### src/rtl/audio_tone_tx.sv
// audio_tone_tx: phase-continuous square-wave tone synthesizer
// feeding an I2S stereo DAC (MCLK/SCK/LRCK/SDIN).
module audio_tone_tx #(
  parameter int CLK_HZ   = 100000000,
  parameter int SCK_HALF = 8,
  parameter int SAMPLE_W = 16,
  parameter int MAX_FREQ = 20000
) (
  input  logic                clk,
  input  logic                reset,
  input  logic [31:0]         freq,
  input  logic [SAMPLE_W-2:0] amp,
  output logic                mclk,
  output logic                sck,
  output logic                lrck,
  output logic                sdin,
  output logic                tone_on,
  output logic [SAMPLE_W-1:0] sample,
  output logic                frame_strobe
);

  localparam logic [31:0] HALF = 32'(CLK_HZ / 2);
  localparam int CW = (SCK_HALF > 1) ? $clog2(SCK_HALF) : 1;
  localparam logic [CW-1:0] SCK_LAST = CW'(SCK_HALF - 1);

  logic [31:0]         acc;
  logic [31:0]         sum;
  logic                square;
  logic                valid;
  logic                mdiv;
  logic [CW-1:0]       sdiv;
  logic [5:0]          b;
  logic [5:0]          b_next;
  logic                run;
  logic                fall;
  logic                fstart;
  logic [SAMPLE_W-1:0] amp_ext;
  logic [SAMPLE_W-1:0] tone_word;
  logic [SAMPLE_W-1:0] frame_word;
  logic [4:0]          k;
  logic                data_bit;

  // run marks that a frame is in progress; until then the first
  // fall forces b_next to 0 so every frame begins at slot 0.
  always_comb begin
    valid      = (freq != 32'd0) && (freq <= 32'(MAX_FREQ));
    sum        = acc + freq;
    fall       = sck && (sdiv == SCK_LAST);
    b_next     = run ? b + 6'd1 : 6'd0;
    fstart     = fall && (b_next == 6'd0);
    amp_ext    = {1'b0, amp};
    tone_word  = !tone_on ? '0 : (square ? amp_ext : -amp_ext);
    frame_word = fstart ? tone_word : sample;
    k          = b_next[4:0];
    data_bit   = 1'b0;
    for (int i = 0; i < SAMPLE_W; i++) begin
      if (int'(k) == SAMPLE_W - i) data_bit = frame_word[i];
    end
  end

  always_ff @(posedge clk) begin
    if (reset) begin
      acc          <= '0;
      square       <= 1'b0;
      tone_on      <= 1'b0;
      mdiv         <= 1'b0;
      mclk         <= 1'b0;
      sdiv         <= '0;
      sck          <= 1'b0;
      b            <= '0;
      run          <= 1'b0;
      lrck         <= 1'b0;
      sdin         <= 1'b0;
      sample       <= '0;
      frame_strobe <= 1'b0;
    end else begin
      tone_on <= valid;
      if (!valid) begin
        acc    <= '0;
        square <= 1'b0;
      end else if (sum >= HALF) begin
        acc    <= sum - HALF;
        square <= ~square;
      end else begin
        acc <= sum;
      end

      mdiv <= ~mdiv;
      if (mdiv) mclk <= ~mclk;

      if (sdiv == SCK_LAST) begin
        sdiv <= '0;
        sck  <= ~sck;
      end else begin
        sdiv <= sdiv + 1'b1;
      end

      frame_strobe <= fstart;
      if (fall) begin
        run  <= 1'b1;
        b    <= b_next;
        lrck <= b_next[5];
        sdin <= data_bit;
        if (fstart) sample <= tone_word;
      end
    end
  end

endmodule

### config.mk
export PLATFORM = sky130hd
export DESIGN_NAME = audio_tone_tx
export DESIGN_NICKNAME = d
export VERILOG_FILES = /design/src/rtl/audio_tone_tx.sv
export SDC_FILE = /design/constraint.sdc
export NUM_CORES = 1
export LEC_CHECK = 0
export ABC_AREA = 0
export BUFFER_PORTS_ARGS = -buffer_cell sky130_fd_sc_hd__buf_2
export CORE_MARGIN = 10
export CORE_UTILIZATION = 59
export DETAILED_ROUTE_END_ITERATION = 8
export PLACE_DENSITY = 0.92
export SLEW_MARGIN = 30
export SYNTH_ARGS = -nofsm -noshare
export SYNTH_HDL_FRONTEND = slang
export SYNTH_SLANG_ARGS = --single-unit
### constraint.sdc
create_clock -name clk -period 5.7 [get_ports clk]
set_input_delay 1.71 -clock clk [delete_from_list [all_inputs] [get_ports clk]]
set_output_delay 1.71 -clock clk [all_outputs]
set_load 0.03 [all_outputs]
==> Word-level counts from Yosys, hierarchy flattened <==
Index checks and enable logic that the tools add are counted.
{ "word_totals": {"ff_bits": 66, "elab_cells": 70, "output_inout_bits": 22, "in_bits": 49} }
{ "op_classes": {"bitwise_logic": 5, "add_sub_neg": 5, "muxes": 21, "eq_ne": 17, "reduce_logical": 7, "magnitude_cmp": 2} }
{ "ops": {"columns": ["op", "n"], "rows": [
  ["$mux 16", 3],
  ["$eq 5x5->1 const B", 9],
  ["$add 32x32->32", 1],
  ["$ge 32x26->1 const B", 1],
  ["$le 32x15->1 const B", 1],
  ["$mux 32", 1],
  ["$reduce_bool 32->1", 1],
  ["$sub 32x26->32 const B", 1],
  ["$eq 5x4->1 const B", 4],
  ["$mux 1", 16],
  ["$neg 15->16", 1],
  ["$eq 5x3->1 const B", 2],
  ["$add 6x1->6 const B", 1],
  ["$logic_not 6->1", 1],
  ["$mux 6", 1],
  ["$eq 5x2->1 const B", 1],
  ["$not 1->1", 5],
  ["$reduce_or 2->1", 2],
  ["$add 3x1->3 const B", 1],
  ["$eq 3x3->1 const B", 1],
  ["$logic_and 1x1->1", 3]
]} }

==> Depth between registers and ports, before layout <==
{ "logic_depth": {"word_depth": 21, "mapped_depth": 15, "ltp_nobuf": 14} }

==> Worst setup path after synthesis <==
No wires, ideal clock.
{ "synth_path": {"kind": "input to register", "from": "input freq[0]", "to": "register acc[29]", "arrival_time_ns": 5.047, "setup_time_ns": 0.071, "cell_stages": 14, "t_required_ns": 5.629, "setup_slack_ns": 0.583, "n_path_buf": 1, "path_cell_list": "ha_1 > inv_1 > fa_1 > nor2b_1 > o31a_1 > o22a_1 > o311ai_1 > and2_1 > a311o_1 > a2111o_1 > o2111a_2 > buf_6 > or4_1 > a21oi_1"} }
{ "synth_via": {"elab_chain_cells": 4, "elab_cells_between_ends": 9, "cone_classes": "2 x add/sub; 2 x order compare; 1 x mux; 1 x bitwise; 3 x reduce/logical"} }
{ "synth_rtl": {"columns": ["element", "line", "source"], "rows": [
  ["start, declared", "11", "input logic [31:0] freq,"],
  ["parallel branches: the longest is 4 deep, another holds $add 32x32->32", null, null],
  ["end signal, assigned", "82", "acc <= sum - HALF;"],
  ["end signal, assigned", "85", "acc <= sum;"],
  ["end, declared", "26", "logic [31:0] acc;"]
]} }
Parallel ways; which one is timed is not known.
A chain may end at the register's enable or synchronous reset.

==> Worst setup path in the final report <==
{ "layout_path": {"from": "input freq[0]", "to": "register acc[13]"} }
Same word-level chain as after synthesis.

==> qor.yml <==
ant_nets: 0
final_max_slew_viol_count: 0
vias_per_cell: 6.57
fin_crit_sh: 0.943
antenna_found_initial: 0
period_needed_ns: 5.37
synth_commonest_cells: "77 x nor2_1, 66 x a21oi_1, 65 x dfxtp_1, 58 x nand2_1, 36 x ha_1"
postCtsSetupBuffers: 0
root_buffer: "clkbuf_8"
placementRows: 35
dp.cells: 925
cts_resized: 0
portBuffers: 70
yosys.area.top_type_share: 0.232
hold_violations: 0
drive_gt1_frac: 0.167
syn_area_per_cell_um2: 7.68
r2r_cells: 14
ys.warnings.count: 0
crit_type: "input port to register"
synth_cells: 730
io_pins: 71
setup_viol: 0
hold_class: "register to register"
drtIter0Drc: 618
grt_overflow_total: 0
vias: 6179
cts_hold_buf: 0
hold_depth: 1
seq_area_frac_synth: 0.232
start_util: 0.607
synth-edff-count: 0
layout.nets: 893
hold_path_end: "sdiv[0]"
max_freq_mhz: 186
final_core_util: 0.691
h-tree-depth: 3
cp-end-kind: "register"
routed_wl_mm: 17.0
ys.flop_type: "dfxtp_1"
maxCapViolations: 0
tritoncts: "built"
r2r_setup_slack_ns: 1.46
async_flop_share: 0
drtPass1Iterations: 7
setup_tns_ns: 0
core-area_mm2: 0.00924
p_per_area_mw_per_mm2: 164
r2r_start: "acc[0]"
die_area_mm2: 0.0138
tightest_slew_ns: 0.691
synth_top_area_cell: "dfxtp_1"
grt_pass1_wl_mm: 28.3
track_usage: 0.236
syn_area_mm2: 0.00561
nFillCells: 742
leakagePower_nw: 2.73
cts_sinks: 65
grt_pass1_vias: 5943
rsz0062_at_grt: "false"
gp_congestion: 0.982
worst_hold_startpoint: "sdiv[0]"
synth_seq_cells: 65
skew_ns: 0.0164
grt_start_max_net_pins: 33
clk_pin_slew_ns: 0.07
reg2reg_to: "acc[13]"
clk_latency_ns: 0.36
hpwl_mm: 13.2
required_ns: 5.98
cts_buffers: 9
ys_types: 79
slew_headroom: 0.535
dieWidth_um: 117
cp_max_fo: 27
clock_path_buffers: 2
n_antenna_cell: 0
post_layout_nonfiller_instances: 941
yosysMostFrequentCell: "nor2_1"
ir_drop_mv: 0.0871
drc_errors: 0
area_growth_pct: 13.8
worstSetupStartpointType: "input port"
status: "complete, no violations"
die_y_um: 117
avgRoutedWirePerCell_um: 18.1
syn_nets: 816
synthTopCellsByArea: "dfxtp_1 23%, ha_1 8.0%, a21oi_1 5.9%"
crit_arrival_ns: 5.65
-- worst max path at each step --
stage | from | to | slack, ns
floorplan | freq[0] | acc[29] | 0.58
global placement | freq[14] | acc[15] | 0.14
detailed placement | freq[0] | acc[13] | 0.06
CTS | freq[0] | acc[13] | 0.40
global route | freq[0] | acc[13] | 0.11
finish | freq[0] | acc[13] | 0.33
-- cells by family (layout without fill, tap and decap cells) --
group | after synthesis | after routing | synth area share
compound gates | 238 | 238 | 0.295
xor+xnor | 39 | 39 | 0.0609
fa+ha+maj | 37 | 37 | 0.0839
buf+inv | 52 | 134 | 0.0402
flops | 65 | 65 | 0.232
mux | 18 | 18 | 0.0346
simple gates | 281 | 281 | 0.253
-- power by group --
part / internal [W] / total (W) / leakage (nW) / switching (W)
logic: 0.0000699 / 0.000167 / 2.10 / 0.0000975
registers: 0.000457 / 0.000459 / 0.524 / 0.00000178
clock network: 0.000216 / 0.000419 / 0.107 / 0.000203
total: 0.000742 / 0.00104 / 2.73 / 0.000302
-- placed cells by master, fill, tap and decap left out, types with 5 or more instances in the layout --
master	instances
nor3_1	24
nor2b_1	6
o31a_1	7
nor4_1	12
o21a_1	12
mux2i_1	16
a22oi_1	5
nor3b_1	7
o211ai_1	6
clkbuf_8	10
xnor2_1	26
nand4_1	10
or4_1	12
nand3_1	19
dfxtp_1	65
or3_1	11
a211oi_1	8
o21ai_0	35
a211o_1	7
nand2b_1	9
a21o_1	13
o31ai_1	11
inv_1	20
ha_1	36
and2_1	10
buf_2	70
buf_4	28
nand2_1	58
and3_1	10
xor2_1	13
a21oi_1	66
a31oi_1	11
nor2_1	77
-- metrics by stage --
stage	power [W]	setup WS [ns]	hold slack, ns	area (um2)
2_1_floorplan	0.000573	0.583	0.404	5610
3_3_place_gp	0.000625	0.144	0.412	6180
3_5_place_dp	0.000631	0.0645	0.431	6180
4_1_cts	0.00105	0.400	0.442	6380
5_1_grt	0.00109	0.112	0.478	6380
6_report	0.00104	0.326	0.439	6380
-- per-layer routing --
layer | global-route usage | up-vias | routed length (um)
li1 | - | 2917 | -
met1 | 0.284 | 2873 | 7130
met2 | 0.394 | 324 | 7910
met3 | 0.0480 | 65 | 1290
met4 | 0.110 | 0 | 686
met5 | 0 | - | 0
-- cell type report --
| cell class | count | area [um2] | share of cell area |
|---|---|---|---|
| multi-input cells | 613 | 4080 | 0.639 |
| inverters | 20 | 75.1 | 0.0118 |
| clock buffers | 10 | 138 | 0.0216 |
| well taps | 129 | 161 | 0.0253 |
| flip-flops and latches | 65 | 1300 | 0.204 |
| clock inverters | 6 | 66.3 | 0.0104 |
| repair buffers | 98 | 561 | 0.0878 |
-- state kept, by name (all words and copies together), names as in the netlist --
name          cells
acc              32
mdiv              1
lrck              1
sdiv              3
sample           16
frame_strobe      1
sdin              1
sck               1
b                 5
mclk              1
tone_on           1
run               1
square            1
-- worst max-delay path, cell delays in order --
cell and delay [ns]:
buf_2 0.09, ha_1 0.20, inv_1 0.07, fa_1 0.38, nor2b_1 0.22, o31a_1 0.32
o21ai_1 0.22, o211ai_1 0.36, xnor2_1 0.18, a221o_1 0.39, a2111o_1 0.35, o2111a_2 0.46
buf_4 0.22, or3_1 0.33, a21oi_1 0.16
Note: power is estimated with default switching activity, not from simulation.
